<file path="config.mk">
export PLATFORM = sky130hd
export DESIGN_NAME = stdmacro_skid_buffer
export DESIGN_NICKNAME = d
export VERILOG_FILES = /design/src/rtl/stdmacro_skid_buffer.sv
export SDC_FILE = /design/constraint.sdc
export NUM_CORES = 1
export LEC_CHECK = 0
export BUFFER_PORTS_ARGS = -buffer_cell sky130_fd_sc_hd__buf_2
export CORE_AREA = 2 2 39 41
export CTS_BUF_LIST = sky130_fd_sc_hd__clkbuf_8
export CTS_CLUSTER_DIAMETER = 60
export CTS_CLUSTER_SIZE = 28
export DETAILED_ROUTE_END_ITERATION = 8
export DIE_AREA = 0 0 41 43
export GPL_ROUTABILITY_DRIVEN = 0
export PLACE_DENSITY = 0.46
export SLEW_MARGIN = 20
export SYNTH_ARGS = -nofsm -noshare
export SYNTH_HDL_FRONTEND = slang
export SYNTH_SLANG_ARGS = --single-unit
</file>
<file path="constraint.sdc">
create_clock -name clk_i -period 2 [get_ports clk_i]
set_clock_uncertainty 0.2 [all_clocks]
set_input_delay 0.1 -clock clk_i [delete_from_list [all_inputs] [get_ports clk_i]]
set_output_delay 0.1 -clock clk_i [all_outputs]
set_load 0.02 [all_outputs]
</file>
<file path="src/rtl/stdmacro_skid_buffer.sv">
// -----------------------------------------------------------------------------
// stdmacro_skid_buffer
//
// Two-entry valid/ready register slice. It cuts the forward path (valid/data)
// and the backward path (ready) with flops while still sustaining one transfer
// per cycle. The main register is always the head entry and drives m_data_o.
// The skid register holds a second entry only while the downstream stalls.
//
// Parameters:
//   DATA_WIDTH        payload width in bits (>= 1)
//   DATA_RESET_VALUE  value loaded into both storage registers on reset
//
// Ports:
//   clk_i        clock, all state changes on the rising edge
//   reset_i      synchronous active-high reset
//   flush_i      synchronous discard of all buffered entries
//   s_valid_i    upstream offers s_data_i
//   s_ready_o    stage can accept (flop output)
//   s_data_i     upstream payload
//   m_valid_o    m_data_o is valid (flop output)
//   m_ready_i    downstream accepts m_data_o
//   m_data_o     downstream payload (main register)
//   occupancy_o  number of entries held, 0..2 (the state register)
// -----------------------------------------------------------------------------
module stdmacro_skid_buffer #(
    parameter int                    DATA_WIDTH       = 1,
    parameter logic [DATA_WIDTH-1:0] DATA_RESET_VALUE = '0
) (
    input  logic                  clk_i,
    input  logic                  reset_i,
    input  logic                  flush_i,
    input  logic                  s_valid_i,
    output logic                  s_ready_o,
    input  logic [DATA_WIDTH-1:0] s_data_i,
    output logic                  m_valid_o,
    input  logic                  m_ready_i,
    output logic [DATA_WIDTH-1:0] m_data_o,
    output logic [1:0]            occupancy_o
);

    // The encoding equals the number of entries held, so the state register
    // doubles as the occupancy output.
    typedef enum logic [1:0] {
        ST_EMPTY = 2'd0,
        ST_BUSY  = 2'd1,
        ST_FULL  = 2'd2
    } state_e;

    state_e                  state_q;
    state_e                  state_d;
    logic                    s_ready_q;
    logic                    m_valid_q;
    logic [DATA_WIDTH-1:0]   main_q;
    logic [DATA_WIDTH-1:0]   main_d;
    logic [DATA_WIDTH-1:0]   skid_q;
    logic                    main_en;
    logic                    skid_en;
    logic                    accept;
    logic                    emit;

    assign accept = s_valid_i & s_ready_q;
    assign emit   = m_valid_q & m_ready_i;

    always_comb begin
        state_d = state_q;
        main_en = 1'b0;
        skid_en = 1'b0;
        main_d  = s_data_i;

        unique case (state_q)
            ST_EMPTY: begin
                if (accept) begin
                    main_en = 1'b1;
                    state_d = ST_BUSY;
                end
            end
            ST_BUSY: begin
                if (accept && emit) begin
                    // Head leaves and the new entry replaces it: no bubble.
                    main_en = 1'b1;
                end else if (accept) begin
                    skid_en = 1'b1;
                    state_d = ST_FULL;
                end else if (emit) begin
                    state_d = ST_EMPTY;
                end
            end
            ST_FULL: begin
                // s_ready is low here, so only the drain from skid can happen.
                if (emit) begin
                    main_en = 1'b1;
                    main_d  = skid_q;
                    state_d = ST_BUSY;
                end
            end
            default: begin
                state_d = ST_EMPTY;
            end
        endcase

        // Flush drops everything: handshakes in this cycle still complete on
        // the wire but leave no trace, and the data registers keep stale data.
        if (flush_i) begin
            state_d = ST_EMPTY;
            main_en = 1'b0;
            skid_en = 1'b0;
        end
    end

    // Handshake outputs are re-derived from the next state so that neither
    // s_ready_o nor m_valid_o has a combinational path from any input.
    always_ff @(posedge clk_i) begin
        if (reset_i) begin
            state_q   <= ST_EMPTY;
            s_ready_q <= 1'b1;
            m_valid_q <= 1'b0;
            main_q    <= DATA_RESET_VALUE;
            skid_q    <= DATA_RESET_VALUE;
        end else begin
            state_q   <= state_d;
            s_ready_q <= (state_d != ST_FULL);
            m_valid_q <= (state_d != ST_EMPTY);
            if (main_en) begin
                main_q <= main_d;
            end
            if (skid_en) begin
                skid_q <= s_data_i;
            end
        end
    end

    assign s_ready_o   = s_ready_q;
    assign m_valid_o   = m_valid_q;
    assign m_data_o    = main_q;
    assign occupancy_o = state_q;

endmodule

</file>
### After elaboration in Yosys (flattened, before gate mapping)

Cells that the tools add are included.

* flip-flop bits (word level): 6
* bits of input ports: 6
* output and inout bits: 5
* word-level logic and storage cells: 30

* eq/ne operators: 3
* mux-type cells: 17
* bitwise logic cells: 2
* reduce and logical (&&, ||, !) cells: 3

Operators with widths (count)
* $mux W2: 6
* $mux W1: 9
* $pmux W2 S3: 1
* $pmux W1 S3: 1
* $and A1 B1 Y1: 2
* $eq A2 B1 Y1 const B: 1
* $eq A2 B2 Y1 const B: 1
* $logic_not A2 Y1: 1
* $ne A2 B2 Y1 const B: 1
* $reduce_bool A2 Y1: 1
* $logic_and A1 B1 Y1: 1

### Longest topological paths before layout

Gate-level depths: netlist of the first run.

* word-level depth: 7
* mapped depth: 4

### Least setup slack after synthesis of the first run

No wires, ideal clock.

* kind: register to register
* from: reg s_ready_q, in the netlist s_ready_o
* to: reg s_ready_q, in the netlist s_ready_o
* arrival: 1.156 ns
* data required time: 1.666 ns
* setup slack: 0.510 ns
* cell stages (with the launch flop): 5
* path buffers: 0
* period minus slack after synthesis: 1.490 ns
* path through: dfxtp_1 -> nand2_1 -> nor2_2 -> a21oi_1 -> or4_1

* cells in the longest elaborated chain, start to end: 6

RTL lines
* from (decl): RTL line 51 `logic s_ready_q;`
* from (signal assigned): RTL line 121 `s_ready_q <= (state_d != ST_FULL);`
* $and A1 B1 Y1 (*): RTL line 61 `assign accept = s_valid_i & s_ready_q;`
* $mux W2 or $logic_and A1 B1 Y1 (tied branches): RTL line 81, 78
* $mux W2: RTL line 78 `if (accept && emit) begin`
* $pmux W2 S3 (*): RTL line 70 `unique case (state_q)`
* $mux W2 (*): RTL line 103 `if (flush_i) begin`
* $ne A2 B2 Y1 (*): RTL line 121

Every way passes the cells marked *; elsewhere a longest branch is shown, timed or not.
A chain may end at the register's enable or synchronous reset.

### Worst setup path after layout of the first run

* from: reg state_q[0], in the netlist occupancy_o[0]
* to: reg m_valid_q, in the netlist m_valid_o

* cells in the longest elaborated chain, start to end: 6

RTL lines
* from (decl): RTL line 49 `state_e state_q;`
* from (signal assigned): RTL line 120 `state_q <= state_d;`
* $mux W2: RTL line 84 `end else if (emit) begin`
* $mux W2: RTL line 81 `end else if (accept) begin`
* $mux W2: RTL line 78
* $pmux W2 S3 (*): RTL line 70
* $mux W2 (*): RTL line 103
* $reduce_bool A2 Y1 (*): RTL line 122 `m_valid_q <= (state_d != ST_EMPTY);`
* to (signal assigned): RTL line 122
* to (decl): RTL line 52 `logic m_valid_q;`

Marks and branches as above.

==> results of run 1 <==
sequential cells by signal, summed over array words and instances, names as in the netlist:
register / count
occupancy_o: 2
m_valid_o: 1
m_data_o: 1
skid_q: 1
s_ready_o: 1
worst min-delay path, delay by kind of cell:
family	cells	cell delay [ns]
simple gates	2	0.22
buf+inv	1	0.10
routing by layer:
layer | vias to the layer above | wire length [um] | global-route usage [%]
met5 | - | 0 | 0
met3 | 2 | 45 | 4.712
met1 | 128 | 328 | 13.96
li1 | 153 | - | -
met4 | 0 | 12 | 10.00
met2 | 9 | 267 | 11.56
what timing repair did:
item,CTS,global route
gates resized for setup,0,0
hold buffers,4,0
endpoints found under the hold margin,6,0
final cells by class:
class | instances | area (um2)
clock buffer | 3 | 41.29
multi-input combinational | 25 | 188.9
tap | 16 | 20.02
sequential | 6 | 120.1
fill | 152 | 923.4
timing repair buffer | 14 | 90.09
synthesized netlist by cell type (all sizes together):
library cell  count  area share (%)
and2b             1             2.8
nor2              5             6.9
dfxtp             6              39
a21bo             1             5.3
or4               1             2.4
and4bb            1             4.0
nor4              1             2.0
and2              1             2.0
mux2i             2             6.5
nor2b             1             4.5
o2bb2ai           1             2.8
mux2              1             3.6
a21oi             3             6.1
o21bai            1             2.4
nor3              1             1.6
nand4b            1             2.8
a211oi            1             2.4
nand2             1             1.2
o21ai             1             1.6
worst max-delay path by stage:
stage                     end  slack, ns  cells after the start
finish              m_valid_o       0.18                      5
global route        m_valid_o       0.03                      5
CTS                 m_valid_o       0.19                      5
detailed placement   m_data_o       0.59                      4
global placement     m_data_o       0.60                      4
floorplan           s_ready_o       0.51                      4
cell usage in the layout, fill, tap and decap left out, types with 2 or more instances in the layout:
master | netlist | layout
dlygate4sd3_1 | 0 | 4
nor2_1 | 4 | 4
clkbuf_8 | 0 | 3
a21oi_1 | 2 | 2
dfxtp_1 | 6 | 6
mux2i_1 | 2 | 2
buf_2 | 0 | 10
cells by family after synthesis:
| group | count (synthesis) |
|---|---|
| flip-flops | 6 |
| AO/OA/AOI/OAI | 8 |
| multiplexers | 3 |
| AND/OR/NAND/NOR | 14 |
power by group through the flow:
stage                     registers, mW  clock network (mW)  logic (mW)
after floorplan                   0.134                   0      0.0194
after global placement            0.130                   0      0.0396
after detailed placement          0.130                   0      0.0387
after CTS                         0.128               0.184      0.0449
after global routing              0.129               0.188      0.0501
final                             0.128               0.176      0.0447
stage by stage:
step | total power [mW] | std cells | cell area, um2 | hold WS [ns] | util, %
after detailed placement | 0.1688 | 57 | 379.1 | 0.1514 | 27.40
after CTS | 0.3569 | 64 | 460.4 | 0.04967 | 33.27
after global routing | 0.3669 | 64 | 460.4 | 0.09391 | 33.27
final | 0.3493 | 64 | 460.4 | 0.05540 | 33.27
after global placement | 0.1698 | 57 | 379.1 | 0.1522 | 27.40
after floorplan | 0.1535 | 31 | 309.0 | -0.02762 | -
==> key figures, run 1 <==
Critical path
  • Launch point of the worst reg-to-reg path: occupancy_o[0]
  • Crit path from: occupancy_o[0]
  • Minimum setup slack among reg-to-reg paths: 0.18 ns
  • Required time of the critical path: 1.96 ns
  • Critical path's slowest cell: dlygate4sd3_1
  • Reg-to-reg endpoint: m_valid_o
  • Buffers plus inverters on the worst setup path: 1
  • Data arrival at the endpoint of the critical path: 1.78 ns
  • Slowest cell delay on critical path: 0.56 ns
  • Crit Path Class: reg -> reg
  • Top delay family on crit path: buffers and inverters
  • Startpoint types: flip-flop
  • Worst-case reg-to-reg path depth: 5
  • Cells along the critical path: a21bo_4 -> a21oi_1 -> nor2_1 -> nor3_1 -> dlygate4sd3_1
  • Critical path peak fanout: 6
  • Type of element capturing the critical path: flip-flop

Yosys
  • Compound-cell area share of the yosys netlist: 20.65%
  • Post-synthesis cell count: 31
  • Share of the synthesized netlist area taken by xor and xnor gates: 0%
  • FF+latch count, synth: 6
  • Sequential element share of the synthesized area: 38.87%
  • Cell Area, Synth: 309.0 um2
  • Post-Syn Nets: 37
  • Average cell area after synthesis: 9.969 um2
  • Count of unique library cells instantiated by Yosys: 21
  • Main combinational cell family by area after synthesis: simple AND/OR/NAND/NOR gates
  • Adder-cell area share of the yosys netlist: 0%
  • Post-synthesis simple-gate area fraction: 30.36%
  • Total number of yosys warnings: 0
  • Proportion of synthesized area in mux cells: 10.12%

Route
  • Remaining routing DRC violations: 0
  • Post-route antenna net violation count: 0
  • Number of DRC markers after the initial detailed-route iteration: 5
  • Routed length per instance: 10.22 um
  • Routed wire length: 654 um
  • Via density: 4.563
  • Total number of vias: 292
  • Number of iterations in the first detailed-routing pass: 4

Clocking
  • Clock transition at the registers of the reported paths: 0.03 ns
  • Clock network latency to the later pin of the worst-skew pair: 0.22 ns
  • CTS sink count: 6
  • Clock tree from TritonCTS: done
  • CTS root buf: clkbuf_8
  • Deepest clock path buffer count: 2
  • # H-tree levels: 1
  • Inserted Clock Buffers: 3
  • Post-CTS Repair Setup Buffers: 0

STA
  • Shortest period the worst path allows: 1.821 ns
  • Number of pins with negative max-slew slack in the final report: 0
  • Tightest slew margin relative to the limit: 86.67%
  • Achievable Freq: 549.1 MHz
  • Fraction of the cycle the final worst path needs: 91.07%
  • Final hold vios: 0
  • TNS Setup: 0 ns
  • Setup violation total in the final timing report: 0
  • Slew at the pin with the worst max-slew slack: 0.1981 ns
  • Unrepaired setup endpoints after global routing: no
  • Worst-case setup margin in the final layout: 0.1787 ns

Worst hold path
  • Endpoint of the worst hold-timing path: occupancy_o[1]
  • Hold crit path type: in -> reg
  • Hold path startpoint: m_ready_i
  • Hold Crit Depth: 3

GRT
  • Total Routing Usage GR: 10.47%
  • Initial antenna violation count: 0
  • First-pass GRT wire length: 1186 um
  • Maximum number of pins on one net before global-route repair: 8
  • Via count of the first global-routing pass: 283
  • Global-route congestion overflow total: 0

Pwr
  • Power per unit of standard cell area: 758.7 nW/um2
  • Total leakage power: 0.1895 nW
  • Worst vdd rail ir drop: 0.0003182 V
  • Switch share: 20.87%
  • Sequential Power Share: 36.8%
  • Net Switching: 0.07290 mW
  • Pint: 0.2764 mW
  • Part of the total power dissipated in combinational logic: 12.8%
  • Clock power share: 50.4%

Floorplan
  • Core Region: 1384 um2
  • Starting utilization of the core area: 22.33%
  • Horizontal die dimension: 41 um
  • Row count: 14
  • I/O pin count: 11
  • Die Y-Extent: 43 um
  • Full die area: 1763 um2

Place
  • Worst setup timing slack at the placement stage: 0.5878 ns
  • Count of input and output buffers: 10

Status
  • Run status: finished clean

Cells and area
  • Layout cell share with drive strength beyond 1: 39.58%
  • Area growth from synthesis to layout: 48.99%
  • Final nets: 56
  • Antenna fix cells: 0

Job
  • Max-cap violations: 0
No activity file was read; power rests on OpenSTA's default activity.
==> run 2, diff against run 1 <==
--- a/config.mk
+++ b/config.mk
@@ -15,2 +15,3 @@
 export GPL_ROUTABILITY_DRIVEN = 0
+export MAX_ROUTING_LAYER = met4
 export PLACE_DENSITY = 0.46
==> constraint.sdc (replaced) <==
create_clock -name clk_i -period 2 [get_ports clk_i]
set_clock_uncertainty 0.2 [all_clocks]
set_input_delay 0.3 -clock clk_i [delete_from_list [all_inputs] [get_ports clk_i]]
set_output_delay 0.3 -clock clk_i [all_outputs]
set_load 0.02 [all_outputs]
==> run 2 against run 1 <==
Against the previous run: clock power about the same; register-to-register slack better by 0.40 ns; cell count down 6.3%; critical path type unchanged; total power down 2.0%; sequential power about the same; critical path depth is 1 lower; hold slack better by 0.070 ns; count of clock-buffer cells in the layout is the same.
==> key figures, run 2 (synthesized netlist as in run 1, its figures left out) <==
Clocking
  • Count of hold-fix buffers inserted at cts: 0 (-4)
  • Clock network latency to the later pin of the worst-skew pair: 0.22 ns (about the same)
  • # H-tree levels: 1 (unchanged)
  • CTS sink count: 6 (unchanged)
  • Clock tree from TritonCTS: done
  • CTS root buf: clkbuf_8
  • Clock transition at the registers of the reported paths: 0.03 ns (about the same)
  • Number of gates given a new drive strength after cts: 0 (unchanged)
  • Inserted Clock Buffers: 3 (unchanged)
  • Post-CTS Repair Setup Buffers: 0 (unchanged)
  • Deepest clock path buffer count: 2 (unchanged)

Place
  • Worst setup timing slack at the placement stage: 0.5484 ns (-0.03937 ns)
  • Count of input and output buffers: 10 (unchanged)

Cells and area
  • Final nets: 52 (-7.1%)
  • Core Util, Final: 30.38% (-2.9 points)
  • Layout cell share with drive strength beyond 1: 43.18% (+3.6 points)
  • Antenna fix cells: 0 (unchanged)
  • Most common cell after layout, fill and taps aside: buf_2
  • Area growth from synthesis to layout: 36.03%
  • Most used cells in the layout excluding fill and tap cells: buf_2, dfxtp_1, nor2_1
  • Max reg flops: 2 (unchanged)

Route
  • Number of DRC markers after the initial detailed-route iteration: 2 (-3)
  • Remaining routing DRC violations: 0 (unchanged)
  • Total number of vias: 280 (-4.1%)
  • Routed wire length: 650 um (-0.61%)
  • Post-route antenna net violation count: 0 (unchanged)
  • Routed length per instance: 10.83 um (+6.0%)
  • Via density: 4.667 (+2.3%)
  • Number of iterations in the first detailed-routing pass: 2 (-2)

Floorplan
  • Die Y-Extent: 43 um (unchanged)
  • Core Region: 1384 um2 (unchanged)
  • Horizontal die dimension: 41 um (unchanged)
  • Full die area: 1763 um2 (unchanged)
  • Starting utilization of the core area: 22.33% (unchanged)
  • Row count: 14 (unchanged)
  • I/O pin count: 11 (unchanged)

STA
  • Slew at the pin with the worst max-slew slack: 0.2110 ns (+0.01291 ns)
  • Fraction of the cycle the final worst path needs: 71.04% (-20 points)
  • Tightest slew margin relative to the limit: 85.91% (-0.76 points)
  • Achievable Freq: 703.8 MHz (+28%)
  • Setup violation total in the final timing report: 0 (unchanged)
  • Shortest period the worst path allows: 1.421 ns (-0.4005 ns)
  • Final hold vios: 0 (unchanged)
  • Unrepaired setup endpoints after global routing: no
  • Hold WS: 0.1257 ns (+0.07027 ns)
  • Number of pins with negative max-slew slack in the final report: 0 (unchanged)
  • Worst-case setup margin in the final layout: 0.5791 ns (+0.4005 ns)
  • TNS Setup: 0 ns (unchanged)

Critical path
  • Critical path peak fanout: 7 (+1)
  • Type of element capturing the critical path: flip-flop
  • Crit Path Class: reg -> reg
  • Data arrival at the endpoint of the critical path: 1.33 ns (-0.45 ns)
  • Startpoint types: flip-flop
  • Required time of the critical path: 1.91 ns (-0.05 ns)
  • Minimum setup slack among reg-to-reg paths: 0.58 ns (+0.40 ns)

GRT
  • First-pass GRT wire length: 1173 um (-1.1%)
  • Total Routing Usage GR: 10.40% (-0.072 points)
  • Initial antenna violation count: 0 (unchanged)
  • Global-route congestion overflow total: 0 (unchanged)
  • Via count of the first global-routing pass: 301 (+6.4%)
  • Maximum number of pins on one net before global-route repair: 8 (unchanged)

Pwr
  • Total leakage power: 0.1708 nW (-9.9%)
  • Final Total Pwr: 0.3423 mW (-2.0%)
  • Power per unit of standard cell area: 814.3 nW/um2 (+7.3%)
  • Worst vdd rail ir drop: 0.0003158 V (-0.77%)

Worst hold path
  • Hold crit path type: in -> reg

Status
  • Run status: finished clean

Job
  • Max-cap violations: 0 (unchanged)
==> run 2: cell types whose count changed in the layout (fill, tap and decap cells not counted) <==
cell	delta
dlygate4sd3_1	-4
==> run 2: layer usage <==
layer | vias up | share of wire (%) | GRT usage [%]
li1 | 141 | - | -
met1 | 132 | 48 | 11.61
met2 | 7 | 44 | 14.69
met3 | 0 | 7.4 | 3.141
met4 | 0 | 0 | 8.000
met5 | - | 0 | -
==> run 2: where the power goes <==
part / total, mW / switching (mW) / internal, mW / leakage, nW
registers: 0.128 / 0.00396 / 0.124 / 0.0489
clock network: 0.175 / 0.0460 / 0.129 / 0.0216
logic: 0.0392 / 0.0211 / 0.0181 / 0.100
total: 0.342 / 0.0710 / 0.271 / 0.171
==> run 2: path summary, 6_finish.rpt <==
path / endpoint / cells past startpoint / start
worst max-delay path: m_data_o / 4 / occupancy_o[1]
worst min register to register: skid_q / 2 / skid_q
worst max register to register: m_data_o / 4 / occupancy_o[1]
worst min-delay path: m_data_o / 2 / reset_i
==> run 2: area by class of cell <==
class / count / area [um2]
well taps: 16 / 20.02
repair buffers: 10 / 50.05
fillers: 156 / 963.4
flip-flops and latches: 6 / 120.1
clock buffers: 3 / 41.29
multi-input cells: 25 / 188.9
==> run 2: metrics by stage <==
| stage | cells | instance area (um2) |
|---|---|---|
| 4_1_cts | 60 | 420.4 |
| 3_3_place_gp | 57 | 379.1 |
| 5_1_grt | 60 | 420.4 |
| 6_report | 60 | 420.4 |
| 2_1_floorplan | 31 | 309.0 |
| 3_5_place_dp | 57 | 379.1 |
==> run 2: critical path: stages, from the launching register on <==
cell	delay, ns
dfxtp_1	0.42
nand4b_1	0.16
mux2_1	0.34
mux2i_1	0.14
nor2_1	0.05
==> run 3, diff against run 2 <==
ABC_AREA = 1   (was not set)
PLACE_DENSITY = 0.48   (was 0.46)
clock period = 1.3 ns   (was 2 ns; I/O delays follow)
==> run 3 against run 2 <==
Against the previous run: first-iteration DRC count is 50% lower; sequential share of layout area is 0.54 points lower; total power is 58% higher; combinational power is 60% higher; critical path type unchanged; largest cell class unchanged; highest routed layer is now met4.
==> key figures, run 3 <==
Status
  • Run status: finished clean

Cells and area
  • Most common cell after layout, fill and taps aside: nand2_1
  • Final nets: 68 (+31%)
  • Layout cell share with drive strength beyond 1: 36.67% (-6.5 points)
  • Area growth from synthesis to layout: 39.52%
  • Final design instance area without fill: 432.9 um2 (+3.0%)
  • Antenna fix cells: 0 (unchanged)
  • Core Util, Final: 31.28% (+0.90 points)
  • Most used cells in the layout excluding fill and tap cells: nand2_1, buf_2, inv_1
  • Max reg flops: 2 (unchanged)

Clocking
  • Inserted Clock Buffers: 3 (unchanged)
  • Clock tree from TritonCTS: done
  • # H-tree levels: 1 (unchanged)
  • CTS root buf: clkbuf_8
  • Clock network latency to the later pin of the worst-skew pair: 0.22 ns (about the same)
  • CTS sink count: 6 (unchanged)
  • Deepest clock path buffer count: 2 (unchanged)
  • Clock transition at the registers of the reported paths: 0.04 ns (about the same)

Yosys
  • Number of enable flip-flop cells after synthesis: 0 (unchanged)
  • Most repeated cell in the gate-level netlist after synthesis: nand2_1
  • Cell Area, Synth: 310.3 um2 (+0.41%)
  • Average cell area after synthesis: 6.746 um2 (-32%)
  • Count of unique library cells instantiated by Yosys: 14 (-33%)
  • Async set or reset register ratio after synthesis: 0% (unchanged)
  • Leading area contributor after synthesis: dfxtp_1
  • Fraction of post-synthesis cell area in the top cell type by area: 38.71% (-0.16 points)
  • Top cell types by occurrence after synthesis: nand2_1, inv_1, dfxtp_1, nand2_2, nor2_1
  • Post-Syn Nets: 52 (+41%)
  • Total number of yosys warnings: 0 (unchanged)
  • Sequential element share of the synthesized area: 38.71% (-0.16 points)
  • Dominant cells by area after synthesis: dfxtp_1, nand2_1, inv_1, nand2_2, nand3_1
  • FF+latch count, synth: 6 (unchanged)
  • Post-synthesis cell count: 46 (+48%)
  • Post-synth top flop: dfxtp_1

STA
  • Tightest slew margin relative to the limit: 82.63% (-3.3 points)
  • TNS Setup: 0 ns (unchanged)
  • Unrepaired setup endpoints after global routing: no
  • Final hold vios: 0 (unchanged)
  • Achievable Freq: 833.7 MHz (+18%)
  • Slew at the pin with the worst max-slew slack: 0.2600 ns (+0.04905 ns)
  • Number of pins with negative max-slew slack in the final report: 0 (unchanged)
  • Hold WS: 0.05562 ns (-0.07005 ns)
  • Fraction of the cycle the final worst path needs: 92.27% (+21 points)
  • Shortest period the worst path allows: 1.200 ns (-0.2213 ns)
  • Setup violation total in the final timing report: 0 (unchanged)

Critical path
  • Data arrival at the endpoint of the critical path: 1.11 ns (-0.22 ns)
  • Type of element capturing the critical path: flip-flop
  • Crit Path Class: reg -> reg
  • Reg-to-reg endpoint: m_valid_o
  • Launch point of the worst reg-to-reg path: occupancy_o[1]
  • Capturing element of the worst setup path: m_valid_o
  • Required time of the critical path: 1.21 ns (-0.70 ns)
  • Critical path peak fanout: 4 (-3)
  • Minimum setup slack among reg-to-reg paths: 0.10 ns (-0.48 ns)
  • Crit path from: occupancy_o[1]
  • Startpoint types: flip-flop
  • Worst-case reg-to-reg path depth: 5 (+1)

GRT
  • Maximum number of pins on one net before global-route repair: 6 (-2)
  • First-pass GRT wire length: 979 um (-17%)
  • Total Routing Usage GR: 8.960% (-1.4 points)
  • Via count of the first global-routing pass: 273 (-9.3%)
  • Initial antenna violation count: 0 (unchanged)
  • Global-route congestion overflow total: 0 (unchanged)

Route
  • Number of iterations in the first detailed-routing pass: 2 (unchanged)
  • Remaining routing DRC violations: 0 (unchanged)
  • Routed length per instance: 8.250 um (-24%)
  • Number of DRC markers after the initial detailed-route iteration: 1 (-1)
  • Routed wire length: 627 um (-3.5%)
  • Via density: 4.079 (-13%)
  • Total number of vias: 310 (+11%)
  • Post-route antenna net violation count: 0 (unchanged)

Pwr
  • Power per unit of standard cell area: 1253 nW/um2 (+54%)
  • Net Switching: 0.1256 mW (+77%)
  • Clock power share: 51.6% (+0.6 points)
  • Final Total Pwr: 0.5424 mW (+58%)
  • Pint: 0.4169 mW (+54%)
  • Switch share: 23.15% (+2.4 points)
  • Worst vdd rail ir drop: 0.0005459 V (+73%)
  • Part of the total power dissipated in combinational logic: 11.6% (+0.2 points)
  • Sequential Power Share: 36.8% (-0.7 points)
  • Total leakage power: 0.2485 nW (+46%)

Floorplan
  • Full die area: 1763 um2 (unchanged)
  • Die Y-Extent: 43 um (unchanged)
  • Horizontal die dimension: 41 um (unchanged)
  • Core Region: 1384 um2 (unchanged)
  • Row count: 14 (unchanged)
  • Starting utilization of the core area: 22.42% (+0.090 points)
  • I/O pin count: 11 (unchanged)

Place
  • Post-Place Cell Area: 380.4 um2 (+0.33%)
  • Count of input and output buffers: 10 (unchanged)
  • HPWL after detailed placement: 505.7 um

Job
  • Max-cap violations: 0 (unchanged)

Worst hold path
  • Hold crit path type: in -> reg
[run 3: per-stage QoR]
stage	worst slack [ns]	std cells
final	0.1005	76
after global routing	0.002783	76
after CTS	0.03862	76
after detailed placement	0.04353	72
after global placement	0.08443	72
after floorplan	0.005664	46
[run 3: kinds of logic (layout without fill, tap and decap cells)]
kind of cell,Yosys count,count (layout),synth area share [%]
compound gates,3,3,6.855
flops,6,6,38.71
simple gates,28,28,43.55
buf+inv,9,23,10.89
[run 3: worst max-delay path, cell delays in order, from the launching register on]
cell,delay [ns]
dfxtp_1,0.37
inv_2,0.07
nand2_1,0.07
nor2_2,0.05
o21bai_1,0.23
nand2_1,0.08
[run 3: routing by layer]
layer | global-route usage [%] | wire length [um]
met5 | - | 0
met3 | 3.141 | 33
met2 | 11.25 | 238
met4 | 8.000 | 25
met1 | 10.65 | 328
[run 3: what timing repair did]
| action | in CTS | in global routing |
|---|---|---|
| setup endpoints to repair | 0 | 1 |
| hold endpoints to repair | 1 | 0 |
| setup buffers | 0 | 0 |
| gates resized for setup | 0 | 1 |
| hold buffers | 1 | 0 |
[run 3: worst min-delay path by stage]
stage,cells past startpoint,slack [ns],end,start
floorplan,1,0.06,skid_q,reset_i
global placement,2,0.17,skid_q,reset_i
detailed placement,2,0.17,skid_q,reset_i
CTS,4,0.05,m_data_o,reset_i
global route,3,0.08,skid_q,s_data_i
finish,4,0.06,m_data_o,reset_i
[run 3: layout make-up]
| cell class | instances | area [um2] |
|---|---|---|
| Timing Repair Buffer | 11 | 60.06 |
| Inverter | 9 | 33.78 |
| Sequential cell | 6 | 121.4 |
| Fill cell | 153 | 950.9 |
| Multi-Input combinational cell | 31 | 156.4 |
| Clock buffer | 3 | 41.29 |
| Tap cell | 16 | 20.02 |
[run 3: power by group through the flow]
stage                     sequential, mW  clock (mW)  combinational, mW
after global placement             0.202           0             0.0603
after CTS                          0.199       0.291             0.0632
after floorplan                    0.210           0             0.0311
final                              0.200       0.280             0.0627
after global routing               0.200       0.301             0.0693
after detailed placement           0.202           0             0.0604
